<file path="src/rtl/td4x_pkg.sv">
// ============================================================================
//  Module   : td4x_pkg
//  Purpose  : Shared definitions for the TD4X core: the opcode map, the
//             control-state encoding and the ADD helper.
//  Revision : 1.0  initial release
// ============================================================================
`default_nettype none

package td4x_pkg;

    // Instruction opcodes. Any code not listed here executes as a NOP.
    localparam logic [3:0] OP_ADD_A_IM = 4'b0000;
    localparam logic [3:0] OP_MOV_A_B  = 4'b0001;
    localparam logic [3:0] OP_IN_A     = 4'b0010;
    localparam logic [3:0] OP_MOV_A_IM = 4'b0011;
    localparam logic [3:0] OP_MOV_B_A  = 4'b0100;
    localparam logic [3:0] OP_ADD_B_IM = 4'b0101;
    localparam logic [3:0] OP_IN_B     = 4'b0110;
    localparam logic [3:0] OP_MOV_B_IM = 4'b0111;
    localparam logic [3:0] OP_HLT      = 4'b1000;
    localparam logic [3:0] OP_OUT_B    = 4'b1001;
    localparam logic [3:0] OP_OUT_IM   = 4'b1011;
    localparam logic [3:0] OP_JNC_IM   = 4'b1110;
    localparam logic [3:0] OP_JMP_IM   = 4'b1111;

    // Widest operand the ADD helper handles; DATA_W must stay below this.
    localparam int TD4X_MAX_W = 32;

    // Control state of the core.
    typedef enum logic [1:0] {
        ST_LOAD = 2'd0,
        ST_RUN  = 2'd1,
        ST_HALT = 2'd2
    } state_t;

    // Zero-extended sum of two operands. The caller keeps bits [DATA_W:0]:
    // the low DATA_W bits are the wrapped result, bit DATA_W is the carry.
    function automatic logic [TD4X_MAX_W:0] td4x_add(
        input logic [TD4X_MAX_W-1:0] a,
        input logic [TD4X_MAX_W-1:0] b
    );
        return {1'b0, a} + {1'b0, b};
    endfunction

endpackage

`default_nettype wire

</file>
<file path="src/rtl/td4x_prog_mem.sv">
// ============================================================================
//  Module   : td4x_prog_mem
//  Purpose  : Program store, DEPTH words of {opcode[3:0], imm[DATA_W-1:0]}.
//             Asynchronous clear, synchronous write, combinational read.
//  Revision : 1.0  initial release
// ============================================================================
`default_nettype none

module td4x_prog_mem #(
    parameter int DATA_W = 4,
    parameter int ADDR_W = 4
) (
    input  logic                clk,
    input  logic                rst_n,
    input  logic                we,
    input  logic [ADDR_W-1:0]   waddr,
    input  logic [DATA_W+3:0]   wdata,
    input  logic [ADDR_W-1:0]   raddr,
    output logic [DATA_W+3:0]   rdata
);

    localparam int DEPTH = 2**ADDR_W;

    logic [DATA_W+3:0] mem [DEPTH];

    // Reset wipes every word to {opcode 0, imm 0}; writes land on the clock edge.
    always_ff @(posedge clk or negedge rst_n) begin
        if (!rst_n) begin
            for (int i = 0; i < DEPTH; i++) begin
                mem[i] <= '0;
            end
        end else if (we) begin
            mem[waddr] <= wdata;
        end
    end

    assign rdata = mem[raddr];

endmodule

`default_nettype wire

</file>
<file path="src/rtl/td4x_core.sv">
// ============================================================================
//  Module   : td4x_core
//  Purpose  : Parametrised TD4-style CPU with on-chip program memory, a
//             handshaked load port and a LOAD/RUN/HALT control FSM.
//  Options  : TD4X_STEP_EN adds step_en/step single-step control ports.
//  Revision : 1.0  initial release
// ============================================================================
`default_nettype none

module td4x_core
    import td4x_pkg::*;
#(
    parameter int DATA_W = 4,
    parameter int ADDR_W = 4
) (
    input  logic                clk,
    input  logic                rst_n,
    input  logic                load_valid,
    output logic                load_ready,
    input  logic [ADDR_W-1:0]   load_addr,
    input  logic [3:0]          load_opcode,
    input  logic [DATA_W-1:0]   load_imm,
    input  logic                run_start,
    input  logic                stop,
    input  logic [DATA_W-1:0]   in_port,
    output logic [DATA_W-1:0]   out_port,
    output logic [ADDR_W-1:0]   pc_o,
    output logic                carry_o,
    output logic                halted
`ifdef TD4X_STEP_EN
   ,input  logic                step_en,
    input  logic                step
`endif
);

    state_t              state, state_nxt;
    logic [ADDR_W-1:0]   pc;
    logic [DATA_W-1:0]   reg_a, reg_b, out_reg;
    logic                carry;

    logic [DATA_W+3:0]   word;
    logic [3:0]          opcode;
    logic [DATA_W-1:0]   imm;
    logic                mem_we, pc_clear, exec, step_ok;

    logic [DATA_W-1:0]   add_src;
    logic [TD4X_MAX_W:0] add_full;
    logic [DATA_W-1:0]   add_sum;
    logic                add_carry;
    logic                unused_add_hi;

`ifdef TD4X_STEP_EN
    assign step_ok = !step_en || step;
`else
    assign step_ok = 1'b1;
`endif

    td4x_prog_mem #(
        .DATA_W (DATA_W),
        .ADDR_W (ADDR_W)
    ) u_mem (
        .clk    (clk),
        .rst_n  (rst_n),
        .we     (mem_we),
        .waddr  (load_addr),
        .wdata  ({load_opcode, load_imm}),
        .raddr  (pc),
        .rdata  (word)
    );

    assign opcode = word[DATA_W+3:DATA_W];
    assign imm    = word[DATA_W-1:0];

    // stop pre-empts the instruction fetched this cycle.
    assign exec = (state == ST_RUN) && !stop && step_ok;

    // One shared adder serves both ADD A,Im and ADD B,Im.
    assign add_src       = (opcode == OP_ADD_B_IM) ? reg_b : reg_a;
    assign add_full      = td4x_add(TD4X_MAX_W'(add_src), TD4X_MAX_W'(imm));
    assign add_sum       = add_full[DATA_W-1:0];
    assign add_carry     = add_full[DATA_W];
    assign unused_add_hi = ^add_full[TD4X_MAX_W:DATA_W+1];

    // Control state register.
    always_ff @(posedge clk or negedge rst_n) begin
        if (!rst_n) state <= ST_LOAD;
        else        state <= state_nxt;
    end

    // Next-state decode plus the state-derived handshake and strobes.
    always_comb begin
        state_nxt  = state;
        load_ready = 1'b0;
        halted     = 1'b0;
        mem_we     = 1'b0;
        pc_clear   = 1'b0;
        case (state)
            ST_LOAD: begin
                load_ready = 1'b1;
                mem_we     = load_valid;
                if (run_start) begin
                    state_nxt = ST_RUN;
                    pc_clear  = 1'b1;
                end
            end
            ST_RUN: begin
                if (stop)                              state_nxt = ST_LOAD;
                else if (exec && (opcode == OP_HLT))   state_nxt = ST_HALT;
            end
            ST_HALT: begin
                halted = 1'b1;
                if (stop) begin
                    state_nxt = ST_LOAD;
                end else if (run_start) begin
                    state_nxt = ST_RUN;
                    pc_clear  = 1'b1;
                end
            end
            default: state_nxt = ST_LOAD;
        endcase
    end

    // Datapath: execute the fetched word; every non-ADD clears carry except HLT.
    always_ff @(posedge clk or negedge rst_n) begin
        if (!rst_n) begin
            pc      <= '0;
            reg_a   <= '0;
            reg_b   <= '0;
            out_reg <= '0;
            carry   <= 1'b0;
        end else if (pc_clear) begin
            pc <= '0;
        end else if (exec) begin
            carry <= 1'b0;
            pc    <= pc + 1'b1;
            case (opcode)
                OP_ADD_A_IM: begin reg_a <= add_sum; carry <= add_carry; end
                OP_MOV_A_B:  reg_a   <= reg_b;
                OP_IN_A:     reg_a   <= in_port;
                OP_MOV_A_IM: reg_a   <= imm;
                OP_MOV_B_A:  reg_b   <= reg_a;
                OP_ADD_B_IM: begin reg_b <= add_sum; carry <= add_carry; end
                OP_IN_B:     reg_b   <= in_port;
                OP_MOV_B_IM: reg_b   <= imm;
                OP_HLT:      begin pc <= pc; carry <= carry; end
                OP_OUT_B:    out_reg <= reg_b;
                OP_OUT_IM:   out_reg <= imm;
                OP_JNC_IM:   if (!carry) pc <= imm[ADDR_W-1:0];
                OP_JMP_IM:   pc <= imm[ADDR_W-1:0];
                default:     ;
            endcase
        end
    end

    assign out_port = out_reg;
    assign pc_o     = pc;
    assign carry_o  = carry;

endmodule

`default_nettype wire

</file>
<file path="config.mk">
export PLATFORM = sky130hd
export DESIGN_NAME = td4x_core
export DESIGN_NICKNAME = d
export VERILOG_FILES = /design/src/rtl/td4x_pkg.sv /design/src/rtl/td4x_prog_mem.sv /design/src/rtl/td4x_core.sv
export SDC_FILE = /design/constraint.sdc
export NUM_CORES = 1
export LEC_CHECK = 0
export BUFFER_PORTS_ARGS = -buffer_cell sky130_fd_sc_hd__buf_2
export CAP_MARGIN = 10
export CORE_MARGIN = 1
export CORE_UTILIZATION = 60
export DETAILED_ROUTE_END_ITERATION = 6
export PLACE_DENSITY = 0.9
export SYNTH_ARGS = -nofsm -noshare
export SYNTH_HDL_FRONTEND = slang
export SYNTH_HIERARCHICAL = 1
export SYNTH_SLANG_ARGS = --single-unit
</file>
<file path="constraint.sdc">
create_clock -name clk -period 10.3 [get_ports clk]
set_clock_uncertainty 0.05 [all_clocks]
set_input_delay 0.515 -clock clk [delete_from_list [all_inputs] [get_ports clk]]
set_output_delay 0.515 -clock clk [all_outputs]
set_load 0.01 [all_outputs]
</file>
==> results.json <==
{
  "synth_cell_types": 52,
  "die_h_um": 112,
  "synth_fp_nets": 526,
  "maxSlewHeadroom_pct": 31.2,
  "antenna_found_initial": 0,
  "synth.avg_cell_area_um2": 14.6,
  "cts_hold_buf": 0,
  "met2_length_um": 7820,
  "wl_per_cell_um": 22.3,
  "cap_violations": 0,
  "period_share_pct": 44.7,
  "grt_pass1_wl_um": 25300,
  "hold_violations": 0,
  "setup_tns_ns": 0,
  "cts.path.max_buffers": 2,
  "syn-cell-area_mm2": 0.00726,
  "ys_seq_area_share_pct": 50.7,
  "io_buffers": 31,
  "status": "complete, but fails checks",
  "synth_compound_area_share_pct": 4.14,
  "gp_congestion": 0.850,
  "peakVddDrop_mv": 0.193,
  "synth-simple-area-share_pct": 7.29,
  "slowest_delay_ns": 0.59,
  "setup_viol": 0,
  "cts_buffers": 17,
  "overflow": 0,
  "nFillCells": 758,
  "pre_cts_slack_ns": 5.68,
  "worstPathRequired_ns": 10.55,
  "syn_to_final_growth_pct": 11.1,
  "rsz0062_at_grt": "false",
  "p_per_area_mw_per_mm2": 311,
  "vias": 4444,
  "cts.repair.resized": 0,
  "cts_sinks": 147,
  "met1_length_um": 6120,
  "grt_max_degree": 86,
  "crit_path_top_delay_cell": "mux4_2",
  "crit_path_end_kind": "flop",
  "cts_tree": "yes",
  "via_per_inst": 6.54,
  "worst_slack_ns": 5.70,
  "synth_top_family_by_area": "multiplexers",
  "power_leakage_nw": 3.61,
  "drt_wl_total_um": 15100,
  "clk_pin_slew_worst_paths_ns": 0.06,
  "drive_gt1_share_pct": 49.1,
  "async_flop_share_pct": 100,
  "detail-route-antenna-nets": 0,
  "dp_cells": 647,
  "route.detailed.drc": 4,
  "synth-seq-cells": 147,
  "finalCriticalPeriod_ns": 4.60,
  "maxSlewViolCount": 0,
  "synth_edf_count": 0,
  "grt_pass1_vias": 4880,
  "cts_setup_buffers": 0,
  "worst_slew_pin_slew_ns": 1.03,
  "violations": "design-rule violations",
  "yosysWarnings": 6,
  "dr.pass1.iters": 7,
  "die_x_um": 112,
  "synthAdderAreaFrac_pct": 1.14,
  "routed.top_layer": "met4",
  "critPathLaunchType": "flop",
  "final_cells": 679,
  "synthCells": 499,
  "ctsRootBufferMaster": "clkbuf_16",
  "core_mm2": 0.0116,
  "dieArea_mm2": 0.0125,
  "worstPathArrival_ns": 4.86,
  "htreeDepth": 4,
  "grt_usage_pct": 26.9,
  "clkLatencyLatePin_ns": 0.43,
  "synth_top_area_cell": "dfrtp_1",
  "dp_hpwl_um": 9960,
  "drtIter0Drc": 387,
  "num_rows": 39,
  "ys_top_cells_by_area": "dfrtp_1 (51%), mux2_2 (20%), mux4_2 (11%)",
  "hp-class": "in2async",
  "yosysTopAreaCellShare_pct": 50.7,
  "critical_path_class": "reg2reg",
  "initial_core_util_pct": 62.5,
  "nets": 550,
  "max_freq_ghz": 0.217,
  "ios": 32,
  "muxShareOfSynthArea_pct": 34.2,
  "wl_met3_um": 754,
  "synthFlopType": "dfrtp_1",
  "critical_path.cell_chain": "buf_4 -> mux4_2 -> a22oi_1 -> nand2_1 -> nand2b_1 -> nor2_1 -> mux2_2 -> ha_1 -> fa_1 -> mux4_2 -> mux2_2",
  "diodes": 0,
  "synthXorXnorAreaFrac_pct": 0.241,
  "path_max_fanout": 36
}
[report_power, final]
part	internal, mW	total, mW	switching (mW)
Clock	0.371	0.608	0.238
Combinational	0.504	0.943	0.439
Sequential	0.821	0.957	0.136
[kinds of logic (layout without fill, tap and decap cells)]
| family | Yosys count | after routing |
|---|---|---|
| mux | 183 | 183 |
| flops | 147 | 147 |
| simple gates | 81 | 81 |
| compound gates | 45 | 45 |
| buf+inv | 35 | 72 |
| fa+ha+maj | 6 | 6 |
| xor+xnor | 2 | 2 |
[Yosys cell counts (2+ instances only)]
master and number:
dfrtp_1 147, mux2_2 128, mux4_2 36, nand2_1 17
a22oi_1 16, clkbuf_1 15, nor2_1 15, a21oi_1 13
mux2i_1 11, buf_2 8, mux2_4 8, nand3_1 8
o21ai_0 7, nor2_2 6, ha_1 5, inv_1 5
nand2b_1 4, buf_6 3, nor2b_1 3, nor3_2 3
nor3_4 3, and2_1 2, buf_1 2, buf_4 2
nand2b_4 2, nand3b_1 2, or2_2 2, or3_1 2
[flip-flops by register name (all words and copies together) (netlist names)]
register / flops
state: 2
reg_a: 4
u_mem/mem: 128
carry_o: 1
out_port: 4
pc_o: 4
reg_b: 4
[area by class of cell]
class | instances | area, µm² | share of cell area [%]
Tap cell | 143 | 179 | 2.22
Sequential cell | 147 | 3680 | 45.6
Clock buffer | 21 | 460 | 5.71
Clock inverter | 11 | 126 | 1.57
Inverter | 5 | 18.8 | 0.233
Timing Repair Buffer | 35 | 191 | 2.37
Multi-Input combinational cell | 317 | 3410 | 42.3
[cells in the final DEF (no fill, tap or decap), types with 2 or more instances in the layout]
cell type	Yosys	final
buf_4	2	4
ha_1	5	5
buf_2	8	30
nand2b_4	2	2
dfrtp_1	147	146
a21oi_1	13	13
clkbuf_1	15	2
nand3b_1	2	2
nor3_2	3	3
or2_2	2	2
inv_1	5	5
nand3_1	8	8
clkinv_2	0	3
a22oi_1	16	16
mux2i_1	11	11
nor2b_1	3	3
nand2_1	17	17
o21ai_0	7	7
nor2_1	15	15
clkinv_4	0	2
nor3_4	3	3
mux2_2	128	128
mux4_2	36	36
nand2b_1	4	4
and2_1	2	2
bufinv_16	0	2
clkbuf_8	0	2
inv_6	0	3
nor2_2	6	6
clkbuf_16	0	17
mux2_4	8	8
or3_1	2	2
[routing by layer]
layer / global-route usage, % / vias to the layer above
li1: - / 1913
met4: 13.0 / 0
met5: 0 / -
met2: 45.0 / 157
met1: 33.7 / 2338
met3: 5.89 / 36
[worst max-delay path, delay by kind of cell, from the launching register on]
family          cells  cell delay [ns]
simple gates        3             0.94
fa+ha+maj           2             0.67
compound gates      1             0.22
flops               1             0.34
mux                 4             1.70
buf+inv             1             0.56
[worst paths after layout]
path,from,to,slack (ns),cells after the start
hold reg to reg,u_mem/mem[9],u_mem/mem[9],0.45,1
min in group clk,stop,state[1],0.23,2
setup reg to reg,pc_o[0],reg_a[1],5.70,11
max in group asynchronous,rst_n,u_mem/mem[53],8.72,2
setup / recovery,pc_o[0],reg_a[1],5.70,11
hold / removal,rst_n,u_mem/mem[122],0.02,1
[metrics by stage]
step                      cell area [µm²]  power (mW)  util (%)  hold slack [ns]
after CTS                            8070        2.51      69.5           0.0346
after detailed placement             7480        1.90      64.4            0.441
after global routing                 8070        2.65      69.5           0.0685
after floorplan                      7260        1.67         -            0.169
after global placement               7480        1.82      64.4            0.432
final                                8070        2.51      69.5           0.0159
(Power assumes the default switching activity.)
